==> src/rtl/mul_tile_engine.sv <==
// Output-stationary NxN tile multiplier: accumulates A-column x secret-row outer products,
// then drains one result row per handshake with optional bias addition and mod-2^LOGQ masking.
module mul_tile_engine #(
    parameter int DATA_WIDTH     = 16,
    parameter int SYSTOLIC_WIDTH = 4,
    parameter int KW             = 16,
    parameter int LOGQ           = 16,
    parameter int SECRET_SIGNED  = 1
) (
    input  logic                                 clk,
    input  logic                                 rst_n,
    input  logic                                 start,
    input  logic [KW-1:0]                        k_len,
    input  logic                                 add_bias,
    input  logic                                 a_valid,
    output logic                                 a_ready,
    input  logic [SYSTOLIC_WIDTH*DATA_WIDTH-1:0] a_data,
    input  logic                                 s_valid,
    output logic                                 s_ready,
    input  logic [SYSTOLIC_WIDTH*8-1:0]          s_data,
    input  logic                                 e_valid,
    output logic                                 e_ready,
    input  logic [SYSTOLIC_WIDTH*DATA_WIDTH-1:0] e_data,
    output logic                                 out_valid,
    input  logic                                 out_ready,
    output logic [SYSTOLIC_WIDTH*DATA_WIDTH-1:0] out_data,
    output logic [((SYSTOLIC_WIDTH > 1) ? $clog2(SYSTOLIC_WIDTH) : 1)-1:0] out_row,
    output logic                                 busy,
    output logic                                 done
);
    localparam int N     = SYSTOLIC_WIDTH;
    localparam int DW    = DATA_WIDTH;
    localparam int ROW_W = (N > 1) ? $clog2(N) : 1;
    localparam int PTR_W = $clog2(N + 1);
    localparam logic [PTR_W-1:0] ROWS = PTR_W'(N);

    localparam logic [1:0] IDLE  = 2'd0;
    localparam logic [1:0] ACCUM = 2'd1;
    localparam logic [1:0] DRAIN = 2'd2;

    logic [1:0]       state;
    logic [KW-1:0]    k_len_q;
    logic [KW-1:0]    k_cnt;
    logic             bias_q;
    logic [PTR_W-1:0] row_ptr;
    logic [DW-1:0]    acc [N][N];
    logic [N*DW-1:0]  row_next;
    logic             beat;
    logic             last_beat;
    logic             load;
    logic             final_hs;

    function automatic logic [DW-1:0] ext_secret(input logic [7:0] b);
        logic [DW-1:0] r;
        r = (SECRET_SIGNED != 0) ? {{(DW-8){b[7]}}, b} : {{(DW-8){1'b0}}, b};
        return r;
    endfunction

    function automatic logic [DW-1:0] mod_q(input logic [DW-1:0] x);
        logic [DW-1:0] r;
        for (int b = 0; b < DW; b++) r[b] = (b < LOGQ) ? x[b] : 1'b0;
        return r;
    endfunction

    assign busy      = (state != IDLE);
    assign a_ready   = (state == ACCUM);
    assign s_ready   = (state == ACCUM);
    assign beat      = (state == ACCUM) && a_valid && s_valid;
    assign last_beat = beat && (k_cnt == k_len_q - 1'b1);
    assign load      = (state == DRAIN) && (!out_valid || out_ready)
                       && (e_valid || !bias_q) && (row_ptr < ROWS);
    assign e_ready   = bias_q && load;
    assign final_hs  = (state == DRAIN) && (row_ptr == ROWS) && out_valid && out_ready;

    always_comb begin
        row_next = '0;
        for (int j = 0; j < N; j++) begin
            row_next[j*DW +: DW] = mod_q(acc[row_ptr[ROW_W-1:0]][j]
                                   + (bias_q ? e_data[j*DW +: DW] : {DW{1'b0}}));
        end
    end

    always_ff @(posedge clk or negedge rst_n) begin
        if (!rst_n) begin
            state     <= IDLE;
            k_len_q   <= '0;
            k_cnt     <= '0;
            bias_q    <= 1'b0;
            row_ptr   <= '0;
            out_valid <= 1'b0;
            out_row   <= '0;
            done      <= 1'b0;
        end else begin
            done <= final_hs;
            case (state)
                IDLE: begin
                    if (start) begin
                        k_len_q <= k_len;
                        bias_q  <= add_bias;
                        k_cnt   <= '0;
                        row_ptr <= '0;
                        state   <= (k_len == '0) ? DRAIN : ACCUM;
                    end
                end
                ACCUM: begin
                    if (beat) k_cnt <= k_cnt + 1'b1;
                    if (last_beat) begin
                        row_ptr <= '0;
                        state   <= DRAIN;
                    end
                end
                DRAIN: begin
                    if (load) begin
                        out_row   <= row_ptr[ROW_W-1:0];
                        row_ptr   <= row_ptr + 1'b1;
                        out_valid <= 1'b1;
                    end else if (out_valid && out_ready) begin
                        out_valid <= 1'b0;
                    end
                    if (final_hs) state <= IDLE;
                end
                default: state <= IDLE;
            endcase
        end
    end

    // Product and sum wrap mod 2^DW, so the low bits are independent of operand signedness.
    always_ff @(posedge clk or negedge rst_n) begin
        if (!rst_n) begin
            out_data <= '0;
            for (int i = 0; i < N; i++)
                for (int j = 0; j < N; j++)
                    acc[i][j] <= '0;
        end else begin
            if (state == IDLE && start) begin
                for (int i = 0; i < N; i++)
                    for (int j = 0; j < N; j++)
                        acc[i][j] <= '0;
            end else if (beat) begin
                for (int i = 0; i < N; i++)
                    for (int j = 0; j < N; j++)
                        acc[i][j] <= acc[i][j] + a_data[i*DW +: DW] * ext_secret(s_data[j*8 +: 8]);
            end
            if (load) out_data <= row_next;
        end
    end
endmodule

==> config.mk <==
export PLATFORM = sky130hd
export DESIGN_NAME = mul_tile_engine
export DESIGN_NICKNAME = d
export VERILOG_FILES = /design/src/rtl/mul_tile_engine.sv
export SDC_FILE = /design/constraint.sdc
export NUM_CORES = 2
export LEC_CHECK = 0
export ABC_AREA = 1
export CORE_MARGIN = 4
export CORE_UTILIZATION = 25
export CTS_CLUSTER_DIAMETER = 50
export CTS_CLUSTER_SIZE = 12
export DETAILED_ROUTE_END_ITERATION = 12
export GPL_ROUTABILITY_DRIVEN = 0
export PLACE_DENSITY_LB_ADDON = 0.15
export SYNTH_ARGS = -nofsm -noshare
export SYNTH_HDL_FRONTEND = slang
export SYNTH_SLANG_ARGS = --single-unit
==> constraint.sdc <==
create_clock -name clk -period 4.75 [get_ports clk]
set_input_delay 0.475 -clock clk [delete_from_list [all_inputs] [get_ports clk]]
set_output_delay 0.475 -clock clk [all_outputs]
set_load 0.1 [all_outputs]
==> results.json <==
{
  "grt_pass1_wl_um": 432000,
  "powerDensity_nw_per_um2": 793,
  "fmax_mhz": 219,
  "timing.rr.end": "acc[95]",
  "clkLatencyLatePin_ps": 720,
  "pwr-share-seq_pct": 7.4,
  "antenna_found_initial": 30,
  "cts_root_buf": "clkbuf_16",
  "yosys.area_share.simple_pct": 17.6,
  "routed_wirelength_um": 289000,
  "synthAdderAreaFrac_pct": 44.6,
  "routed_via_density": 4.45,
  "regToRegSetupSlack_ps": 210,
  "cp_data_required_time_ps": 5310,
  "yosysSeqAreaShare_pct": 12.7,
  "report.final.slew_viol_count": 0,
  "synth_compound_area_share_pct": 7.62,
  "clkPwrFrac_pct": 9.1,
  "postRouteAntennaNets": 0,
  "use_met3_pct": 2.83,
  "finalSetupTns_ps": 0,
  "numPortBuffers": 255,
  "synth_top_family_by_area": "adder cells",
  "fin_crit_ps": 4570,
  "clock-skew-final_ps": 48.7,
  "htree_levels": 3,
  "grt_use_met1_pct": 29.7,
  "num_rows": 196,
  "hold_ws_ps": 348,
  "path_buf_inv": 7,
  "cp_max_fo": 19,
  "dominantRegCellSynth": "dfrtp_1",
  "hpwl_um": 240000,
  "cap_violations": 0,
  "grt_max_degree": 134,
  "cts_buffer_depth": 3,
  "drive_above_1_share_pct": 13.3,
  "clkTransAtPathRegs_ps": 50,
  "synth_xor_area_share_pct": 3.11,
  "swShare_pct": 52.3,
  "post_drt_wl_per_cell_um": 20.5,
  "setup_viol": 0,
  "critPathTopFamily": "adder cells",
  "ys_seq_elements": 362,
  "grt_overflow_total": 0,
  "instances_no_fill": 14100,
  "power_switching_uw": 37400,
  "cts_tree": "yes",
  "period_share_pct": 96.1,
  "run_status": "finished clean",
  "syn_avg_cell_area_um2": 7.64,
  "cts_sinks": 362,
  "slew_headroom_pct": 12.7,
  "first_pass_iters": 6,
  "yosys_warnings": 0,
  "vias": 62700,
  "r2r-start": "acc[86]",
  "ff2ff_path_depth": 20,
  "finalHoldViolations": 0,
  "critPathKind": "in2reg",
  "async_reset_ff_share_pct": 100,
  "critical_path.slowest_cell": "fa_1",
  "max_stage_delay_ps": 530,
  "gr-usage-all-layers_pct": 19.7,
  "hold_depth": 3,
  "synthMuxAreaShare_pct": 0,
  "use_met2_pct": 29.3,
  "hold_path.class": "in2reg",
  "min_to": "bias_q",
  "synth.distinct_cells": 45,
  "die_area_um2": 295000,
  "worstHoldStart": "add_bias",
  "grt.busiest_layer": "met1",
  "coreArea_um2": 285000,
  "chipWidth_um": 543,
  "seq_area_um2": 9070,
  "placed_cell_area_um2": 86100,
  "multiInputGateArea_um2": 53000,
  "first_global_vias": 64800,
  "p_int_uw": 34100,
  "n_fill_cell": 30500,
  "leakage_uw": 0.0507,
  "postLayoutCoreUtil_pct": 31.6,
  "syn_area_um2": 71600,
  "worst_pin_slew_ps": 1300,
  "arrival_ps": 5120,
  "crit_chain": "clkdlybuf4s50_1, buf_12, buf_12, nand2_1, inv_1, fa_1, inv_1, fa_1, inv_1, fa_1, fa_1, ha_1, ha_1, inv_1, o21ai_0, a31oi_1, nand3_2, o21ai_0, o21ai_0",
  "syn-num-nets": 11400,
  "stdcell_area_um2": 90100,
  "peakVddDrop_uv": 506,
  "cts_made_buffers": 87,
  "dp.cells": 13900,
  "synth_edf_count": 0,
  "cp.depth": 19,
  "final_nets": 12300,
  "cp-end-kind": "register",
  "p_comb_share_pct": 83.5,
  "startpoint_type": "primary input",
  "die_y_um": 543,
  "drt_iter0_drc": 4549,
  "drc": 0,
  "start_util_pct": 25.1,
  "synthToLayoutAreaGrowth_pct": 25.9,
  "synth_cells": 9376,
  "ios": 256
}
state kept, by name, summed over array words and instances (netlist names):
name / count
row_ptr: 3
out_data: 64
k_cnt: 16
acc: 256
k_len_q: 16
state: 2
done: 1
bias_q: 1
out_row: 2
out_valid: 1
how the worst max path moves through the flow:
stage | startpoint | endpoint | slack, ps
2_1_floorplan | s_data[11] | acc[44] | -60
3_3_place_gp | s_data[7] | acc[127] | -860
3_5_place_dp | s_data[15] | acc[235] | -850
4_1_cts | s_data[31] | acc[15] | 9
5_1_grt | acc[54] | acc[62] | -20
6_report | a_data[11] | acc[238] | 180
metal layers:
layer | vias up | wire (um) | part of all wire, %
met3 | 238 | 17800 | 6.2
met1 | 31100 | 141000 | 49
li1 | 29600 | - | -
met2 | 1670 | 121000 | 42
met5 | - | 91 | 0.031
met4 | 16 | 8410 | 2.9
cells in the final DEF, fill, tap and decap left out, drive strengths merged, types with 188 or more instances in the layout:
cell,Yosys,final
nand2,2522,2522
inv,2301,2308
fa,1204,1204
buf,158,1030
ha,624,624
a21oi,424,424
dfrtp,362,362
o21ai,357,357
nor2,317,317
nand3,208,208
clkdlybuf4s50,0,188
power groups by stage:
stage,clock network (uW),logic (uW),registers (uW)
5_1_grt,6810,67300,5430
3_5_place_dp,0,56700,5340
6_report,6490,59600,5320
2_1_floorplan,0,33000,6450
4_1_cts,6680,57200,5310
3_3_place_gp,0,56500,5330
area by class of cell:
cell class              instances  share of cell area [%]
flip-flops and latches        362                    10.1
diodes                         12                  0.0333
well taps                    3762                    5.22
repair buffers               1228                    12.9
clock buffers                 105                    2.59
multi-input cells            6267                    58.8
clock inverters                53                   0.827
inverters                    2302                    9.61
Yosys cell counts (all sizes together) (4+ instances only):
cell     instances  area (um2)
buf            158         654
clkbuf         287        1080
a21oi          424        2120
a21o             6        45.0
nor4             9        62.6
or2             18         113
nor3            59         312
xnor2          108         946
nand2         2522        9470
o2111ai         13         114
ha             624        7810
a31oi           19         119
nor2           317        1210
o31ai            4        30.0
o21a            14         105
o22ai          120         751
xor2           146        1280
nand2b           4        25.0
nand3b          27         203
a32oi            5        43.8
dfrtp          362        9060
inv           2301        8640
nand3          208        1040
nand4           19         119
o21ai          357        1790
a22o            16         140
fa            1204       24100
a32o            15         150
logic make-up (layout without fill, tap and decap cells):
kind of cell / after synthesis / after routing
fa+ha+maj: 1828 / 1828
other cells: 0 / 12
flops: 362 / 362
buf+inv: 2747 / 3688
simple gates: 3186 / 3186
compound gates: 999 / 999
xor+xnor: 254 / 254
worst register-to-register path, stage by stage (launching register included):
cell and delay [ps]:
dfrtp_1 360, inv_1 100, fa_1 540, inv_1 50
fa_1 490, inv_1 60, fa_1 540, inv_1 50
fa_1 400, fa_1 510, ha_4 310, nand2_1 90
o21ai_2 190, nand2_1 70, nand3_1 130, nand2_1 90
nand2_1 90, a21oi_2 60, nand3b_1 150, nand3_1 80
nand2_1 60
through the flow:
stage               setup WS, ps  total power, uW
floorplan                  -56.3            39500
global placement            -862            61900
detailed placement          -855            62000
CTS                         8.60            69200
global route               -20.3            79600
finish                       185            71400
timing repair:
item                                   CTS  global route
gates cloned                             0             2
setup endpoints to repair                4            71
pin swaps                                0            38
gates resized for setup                  4           197
endpoints found under the hold margin   86             0
buffers inserted                         2             3
hold buffers                             1             0
Power figures use the tool's default switching activity.
==> variant: new RTL, same flow settings <==
Set the parameter `KW` to 15 (it was 16).
--- a/src/rtl/mul_tile_engine.sv
+++ b/src/rtl/mul_tile_engine.sv
@@ -5,3 +5,3 @@
     parameter int SYSTOLIC_WIDTH = 4,
-    parameter int KW             = 16,
+    parameter int KW             = 15,
     parameter int LOGQ           = 16,
Ports: changed (resized k_len); port bits go from 256 to 255. The function was not compared with the original's and may differ.
==> variant against the original RTL <==
- final cell count up 0.45%
- wire length up 1.7%
- synthesized area down 0.14%
- sequential share of layout area down 0.13 points
- sequential cell count down 2
- cell area up 0.67%
- die area down 0.14%
- global-route usage up 0.36 points
- setup slack worse by 0.020 ns
- total power up 1.7%
- critical endpoint is now acc[140]$_DFFE_PN0P_
==> variant: results (changes against the original RTL) <==
outcome:
  status: "finished, final reports clean"  # unchanged
yosys:
  synth_commonest_cells: "nand2_1, inv_1, fa_1"  # unchanged
  synth_nets: 11370  # was 11,390
  ys_top_cells_by_area: "fa_1, nand2_1, dfrtp_1"  # unchanged
  yosysSeqAreaShare_pct: 12.60  # was 12.65%
  synth_cell_types: 42  # was 45
  async_flop_share_pct: 100.0  # unchanged
  yosysWarningCount: 0  # unchanged
  postSynthCellCount: 9354  # was 9,376
  synth_ff_type: "dfrtp_1"  # unchanged
cells_and_area:
  fin_nets: 12320  # was 12,260
  drive_gt1_share_pct: 14.08  # was 13.26%
  reg_top3: "acc (256), out_data (64)"  # unchanged
clocking:
  clk_latency_ns: 0.71
  h-tree-depth: 3  # unchanged
  clkTransAtPathRegs_ns: 0.05  # about the same
  cts_buffers: 93  # was 87
  clk_path_buf_depth: 3  # unchanged
  root_buffer: "clkbuf_16"  # unchanged
grt:
  grt_pass1_wl_mm: 438.7  # was 431.6 mm
  grt_pass1_vias: 65570  # was 64,820
  grt_antenna_before_repair: 24  # was 30
  grt_use_total_pct: 20.05  # was 19.69%
  grt_start_max_net_pins: 131  # was 134
min_path:
  hp-class: "primary input to asynchronous set/reset pin"  # was primary input to register
worst_setup_path:
  crit_family: "adder cells"  # unchanged
  worstPathMaxFanout: 3  # was 19
  worstPathArrival_ns: 5.17  # was 5.12 ns
  critical_path.slowest_cell: "fa_1"  # unchanged
  max_stage_delay_ns: 0.48  # was 0.53 ns
  reg2regPathDepth: 20  # unchanged
power_and_ir_drop:
  p_sw_share_pct: 51.50  # was 52.31%
  seq_power_w: 0.00516  # was 0.00532 W
  p_leak_nw: 51.01  # was 50.66 nW
  vdd.ir_drop.worst_uv: 542.8  # was 506.3 uV
  p_comb_share_pct: 83.2  # was 83.5%
sta:
  worst_pin_slew_ns: 1.083  # was 1.295 ns
  skew_ns: 0.02857  # was 0.04868 ns
place:
  dp_cells: 13970  # was 13,910
  dp.final_hpwl_mm: 242.6  # was 240.2 mm
  io_buffers: 254  # was 255
route:
  wl_per_cell_um: 20.78  # was 20.53 um
  via_per_inst: 4.433  # was 4.447
  vias: 62740  # was 62,660
  first_pass_iters: 5  # was 6
  drt-initial-drc-count: 4361  # was 4,549
==> variant: per-stage QoR <==
stage / TNS, ns / power, W / util (%) / cell area, sq um / worst slack (ns)
after floorplan: -0.05947 / 0.03958 / - / 71710 / -0.03493
after global placement: -70.72 / 0.06303 / 30.34 / 86460 / -0.9276
after detailed placement: -73.27 / 0.06305 / 30.34 / 86460 / -0.8412
after CTS: 0 / 0.07074 / 31.52 / 89830 / 0.003370
after global routing: -0.02908 / 0.08101 / 31.84 / 90720 / -0.01874
final: 0 / 0.07267 / 31.84 / 90730 / 0.1650
==> variant: what timing repair did <==
action | 4_1_cts | 5_1_grt
hold buffers | 1 | 0
gates cloned | 0 | 1
endpoints found under the setup margin | 8 | 76
gates resized for setup | 3 | 206
hold endpoints to repair | 53 | 0
setup buffers | 0 | 8
pin swaps | 0 | 64
==> variant: kinds of logic (layout without fill, tap and decap cells) <==
group / Yosys count / count (layout) / share of synthesized area [%]
and+or+nand+nor: 3166 / 3166 / 17.46
DFF: 360 / 360 / 12.60
AOI/OAI and AO/OA: 1005 / 1005 / 7.669
xor gates and xnor gates: 259 / 259 / 3.211
buffers and inverters: 2736 / 3767 / 14.44
other: 0 / 8 / 0
adders and majority gates: 1828 / 1828 / 44.63
==> variant: final timing paths <==
| kind | slack [ns] | start | end |
|---|---|---|---|
| max | 0.17 | acc[132]$_DFFE_PN0P_ | acc[140]$_DFFE_PN0P_ |
| min | 0.37 | rst_n | acc[165]$_DFFE_PN0P_ |
| max reg2reg | 0.17 | acc[132]$_DFFE_PN0P_ | acc[140]$_DFFE_PN0P_ |
| min reg2reg | 0.48 | acc[79]$_DFFE_PN0P_ | acc[79]$_DFFE_PN0P_ |
| max in group asynchronous | 3.17 | rst_n | acc[9]$_DFFE_PN0P_ |
| min in group clk | 0.37 | k_len[14] | k_len_q[14]$_DFFE_PN0P_ |
==> variant: routing by layer <==
metal,global-route usage (%),share of wire [%],vias to the layer above
met2,30.21,43,1546
met3,3.080,6.1,214
met1,29.80,49,31260
li1,-,-,29710
met5,0,0.047,-
met4,4.944,2.6,20
==> variant: area by class of cell <==
| cell class | instances | area [sq um] |
|---|---|---|
| Sequential cell | 360 | 9015 |
| Clock buffer | 115 | 2550 |
| Fill cell | 30350 | 194200 |
| Antenna cell | 8 | 20.02 |
| Timing Repair Buffer | 1302 | 12030 |
| Multi-Input combinational cell | 6258 | 52990 |
| Tap cell | 3762 | 4707 |
| Inverter | 2292 | 8618 |
| Clock inverter | 58 | 800.8 |
